**config.mk**
```make
export PLATFORM = sky130hd
export DESIGN_NAME = ship_supervisor
export DESIGN_NICKNAME = d
export VERILOG_FILES = /design/src/rtl/ship_supervisor.sv
export SDC_FILE = /design/constraint.sdc
export NUM_CORES = 1
export LEC_CHECK = 0
export CORE_AREA = 2 2 115 117
export DETAILED_ROUTE_END_ITERATION = 16
export DIE_AREA = 0 0 117 119
export PLACE_DENSITY = 0.84
export SYNTH_ARGS = -nofsm -noshare
export SYNTH_HDL_FRONTEND = slang
export SYNTH_SLANG_ARGS = --single-unit
```
**constraint.sdc**
```tcl
create_clock -name clk -period 6.5 [get_ports clk]
set_clock_uncertainty 0.1 [all_clocks]
set_input_delay 0.65 -clock clk [delete_from_list [all_inputs] [get_ports clk]]
set_output_delay 0.65 -clock clk [all_outputs]
set_load 0.005 [all_outputs]
```
**src/rtl/ship_supervisor.sv**
```systemverilog
// rtl/ship_supervisor.sv - ship mode supervisor: threat/stealth/emergency FSM with paced power and O2 refills
module ship_supervisor #(
    parameter int n         = 32,
    parameter int PWR_LOW   = 20,
    parameter int O2_LOW    = 20,
    parameter int REFILL    = 500,
    parameter int TEMP_WARN = 90,
    parameter int HOLD      = 8,
    parameter int COOLDOWN  = 4,
    parameter int ABORT_CYC = 16
) (
    input  logic         clk,
    input  logic         rst,
    input  logic         threat,
    input  logic         req_stealth,
    input  logic [n-1:0] outpower,
    input  logic [n-1:0] outo2,
    input  logic [n-1:0] outtemp,
    input  logic         fatal,
    output logic [3:0]   mode,
    output logic         chrg,
    output logic         o2sup,
    output logic [n-1:0] pwr,
    output logic [n-1:0] o2,
    output logic         atk,
    output logic         abort,
    output logic [2:0]   state
);

    typedef enum logic [2:0] {
        CRUISE  = 3'd0,
        DEFEND  = 3'd1,
        STEALTH = 3'd2,
        EMERG   = 3'd3,
        ABORT   = 3'd4
    } state_t;

    state_t       cur, nxt;
    logic [n-1:0] hold_cnt, hold_nxt;
    logic [n-1:0] fatal_cnt, fatal_nxt;
    logic [n-1:0] pwr_cd, o2_cd;
    logic         pwr_fire, o2_fire;
    logic         stealth_ok;

    assign state = cur;
    assign stealth_ok = req_stealth && (outpower > n'(PWR_LOW)) && (outtemp < n'(TEMP_WARN));

    function automatic logic [3:0] mode_of(input state_t s);
        case (s)
            CRUISE:  mode_of = 4'b0001;
            DEFEND:  mode_of = 4'b0100;
            STEALTH: mode_of = 4'b1000;
            EMERG:   mode_of = 4'b0010;
            default: mode_of = 4'b0000;
        endcase
    endfunction

    always_comb begin
        nxt       = cur;
        hold_nxt  = hold_cnt;
        fatal_nxt = '0;
        case (cur)
            CRUISE: begin
                if (fatal) begin
                    nxt       = EMERG;
                    fatal_nxt = n'(1);
                end else if (threat) begin
                    nxt      = DEFEND;
                    hold_nxt = n'(HOLD);
                end else if (stealth_ok) begin
                    nxt = STEALTH;
                end
            end
            DEFEND: begin
                if (fatal) begin
                    nxt       = EMERG;
                    fatal_nxt = n'(1);
                    hold_nxt  = '0;
                end else if (threat) begin
                    hold_nxt = n'(HOLD);
                end else if (hold_cnt <= n'(1)) begin
                    // leave on the edge where the hold count reaches zero
                    nxt      = CRUISE;
                    hold_nxt = '0;
                end else begin
                    hold_nxt = hold_cnt - n'(1);
                end
            end
            STEALTH: begin
                if (fatal) begin
                    nxt       = EMERG;
                    fatal_nxt = n'(1);
                end else if (threat) begin
                    nxt      = DEFEND;
                    hold_nxt = n'(HOLD);
                end else if (!stealth_ok) begin
                    nxt = CRUISE;
                end
            end
            EMERG: begin
                if (fatal) begin
                    if (fatal_cnt >= n'(ABORT_CYC - 1)) begin
                        nxt       = ABORT;
                        fatal_nxt = n'(ABORT_CYC);
                    end else begin
                        fatal_nxt = fatal_cnt + n'(1);
                    end
                end else begin
                    nxt = CRUISE;
                end
            end
            default: begin
                nxt       = ABORT;
                fatal_nxt = fatal_cnt;
            end
        endcase
    end

    // refills key off the state being entered, so an emergency entry refills at once
    assign pwr_fire = (nxt != ABORT) && (pwr_cd == '0) && ((outpower < n'(PWR_LOW)) || (nxt == EMERG));
    assign o2_fire  = (nxt != ABORT) && (o2_cd == '0) && ((outo2 < n'(O2_LOW)) || (nxt == EMERG));

    always_ff @(posedge clk) begin
        if (rst) begin
            cur       <= CRUISE;
            hold_cnt  <= '0;
            fatal_cnt <= '0;
            pwr_cd    <= '0;
            o2_cd     <= '0;
            mode      <= 4'b0001;
            chrg      <= 1'b0;
            o2sup     <= 1'b0;
            pwr       <= '0;
            o2        <= '0;
            atk       <= 1'b0;
            abort     <= 1'b0;
        end else begin
            cur       <= nxt;
            hold_cnt  <= hold_nxt;
            fatal_cnt <= fatal_nxt;
            pwr_cd    <= pwr_fire ? n'(COOLDOWN) : ((pwr_cd != '0) ? pwr_cd - n'(1) : '0);
            o2_cd     <= o2_fire ? n'(COOLDOWN) : ((o2_cd != '0) ? o2_cd - n'(1) : '0);
            mode      <= mode_of(nxt);
            chrg      <= pwr_fire;
            o2sup     <= o2_fire;
            pwr       <= pwr_fire ? n'(REFILL) : '0;
            o2        <= o2_fire ? n'(REFILL) : '0;
            atk       <= threat && (nxt != ABORT);
            abort     <= (nxt == ABORT);
        end
    end

endmodule

```
==> reports/summary.txt <==
Cell Rows -> 42
CP startpoint kind -> flop
io pins -> 176
Wirelength per Cell -> 12.82 um
largest net degree at the start of global routing -> 33
Detail Placement HPWL -> 9779 um
DR iter-0 viols -> 352
setup total negative slack -> 0 ns
share of cells above drive strength 1 -> 0.04853
delay-heaviest family, CP -> simple AND/OR/NAND/NOR gates
DP Worst Slack -> 2.814 ns
Top FF cell, synth -> dfxtp_1
fin crit period -> 3.623 ns
clock sink total -> 139
clock slew at reported path FFs -> 0.06 ns
run status -> finished, final reports clean
Final Core Density -> 0.6396
peak supply drop -> 0.0001956 V
Syn Std Cell Area -> 0.006544 mm^2
Final Total Pwr -> 3.366 mW
hold_ws -> 0.3574 ns
total grt overflow -> 0
Final Hold Viols -> 0
most frequent cells after synthesis -> nor2_1 (157), dfxtp_1 (139), buf_4 (65)
initial antenna violation count -> 0
post-CTS sizing -> 0
RSZ-0062 raised after global routing -> false
Yosys top cell by area -> dfxtp_1
Critical path buffers and inverters -> 1
Die Height -> 119 um
Worst EP arrival -> 3.79 ns
die area -> 0.01392 mm^2
pwr dens -> 408.7 mW/mm^2
leakage power -> 3.112 nW
fraction of registers with async set/reset -> 0
cell seen most often among critical-path stages -> or4_4
first-pass GRT wire length -> 22350 um
endpoint class of the critical path -> flop
Hold/Removal Path Class -> reg -> reg
CP required -> 6.67 ns
gr usage total -> 0.2017
max_cap viols -> 0
vias per std cell -> 5.124
Post-Syn Instances -> 762
number of H-tree levels -> 4
Seq cells post-synth -> 139
CTS tree -> done
final net count -> 979
via count -> 5442
ant diodes -> 0
Unique masters post-synth -> 53
CTS root buf -> clkbuf_16
placer congestion estimate -> 0.8060
Inserted Clock Buffers -> 17
Worst path max stage delay -> 0.83 ns
Max Clk Rate -> 276.0 MHz
Die Wd -> 117 um
later-pin clock latency in the skew report -> 0.42 ns
actual slew at the worst max-slew pin -> 1.055 ns
first-pass iteration count of the detailed router -> 4
final worst slack -> 2.877 ns
ranking of synthesized cells by area -> dfxtp_1 (43%), nor2_1 (9.0%), xnor2_1 (7.5%), buf_4 (7.5%), xor2_1 (4.7%)
Std-Cell Core Area -> 0.01287 mm^2
synth warn -> 0
type of the worst setup path -> reg -> reg
area grow syn2layout -> 25.83%
vias in the first global route -> 5126
Final Max Tran Viols -> 0
Routed Antenna Nets -> 0
Critical Path, Cell by Cell -> inv_1 -> ha_1 -> or4b_2 -> or4_4 -> or4_4 -> nor3_2 -> or2_1 -> o2bb2ai_1
CP max stage cell -> or2_1
area share of the largest cell type after synthesis -> 0.4252
syn_area_per_cell -> 8.588 um^2
IO Port Bufs -> 120
clk buf depth -> 2
Initial Util -> 0.5083
top-count cell post-synth -> nor2_1
final setup violation count -> 0
routed wire length -> 13610 um
hold-fix buffers at CTS -> 0
Max FO, Critical Path -> 32
Final Cycle Share -> 0.5574
Post-route DRC -> 0
slew margin rel. -> 0.2967
Post-synth EDFFs -> 0
post-CTS setup repair buffer count -> 0
post-synthesis sequential area ratio -> 0.4252
[state kept, by name, summed over array words and instances (netlist names)]
name       flops
fatal_cnt     32
hold_cnt      32
o2_cd         32
pwr_cd        32
mode           4
state          3
abort          1
atk            1
o2             1
pwr            1
[path summary, 6_finish.rpt]
kind / start / endpoint / slack, ns / depth (start not counted)
worst min-delay path: o2_cd[0] / o2_cd[0] / 0.36 / 1
worst max-delay path: pwr_cd[0] / pwr_cd[2] / 2.88 / 8
worst max register to register: pwr_cd[0] / pwr_cd[2] / 2.88 / 8
worst min register to register: o2_cd[0] / o2_cd[0] / 0.36 / 1
[layer usage]
layer	up-vias	GRT usage	share of wire
li1	2757	-	-
met1	2510	0.2473	0.44
met2	156	0.3338	0.48
met3	19	0.05445	0.063
met4	0	0.07941	0.017
met5	-	0	0
[cell type report]
cell class	count	area, um^2
multi-input cells	583	3343
clock buffers	22	474.2
repair buffers	121	1209
clock inverters	10	163.9
inverters	11	41.29
well taps	176	220.2
fillers	1049	4641
flip-flops and latches	139	2783
[cells by family after synthesis]
logic type / Yosys count / synth area share
flip-flops: 139 / 0.4252
XOR/XNOR: 91 / 0.1218
AO/OA/AOI/OAI: 56 / 0.05660
AND/OR/NAND/NOR: 377 / 0.2899
buffers and inverters: 91 / 0.09312
adder cells (fa/ha/maj): 5 / 0.009560
other: 1 / 0.0005731
multiplexers: 2 / 0.003250
[power breakdown]
group	switching, mW	internal, mW	total (mW)
Sequential	0.172	1.04	1.21
Combinational	0.591	0.537	1.13
Clock	0.356	0.672	1.03
Total	1.12	2.25	3.37
[layout by cell type, fill, tap and decap left out, types with 4 or more instances in the layout]
master	instances
a21oi_1	16
a31oi_1	4
and2_1	15
and3_1	5
bufinv_16	4
clkbuf_16	17
clkdlybuf4s50_1	120
clkinvlp_4	4
conb_1	52
dfxtp_1	139
ha_1	5
inv_1	11
nand2_1	27
nand2b_1	8
nand3_1	19
nand4_1	16
nor2_1	157
nor2b_1	5
nor3_1	31
nor4_1	47
o21ai_0	10
o41ai_1	5
or2_2	4
or3_1	14
or4_1	14
xnor2_1	56
xor2_1	35
[per-stage QoR]
step           cell area (um^2)  std cells
2_1_floorplan              6735        813
3_5_place_dp               7596       1030
6_report                   8234       1062
5_1_grt                    8234       1062
3_3_place_gp               7596       1030
4_1_cts                    8234       1062
(Power assumes the default switching activity.)
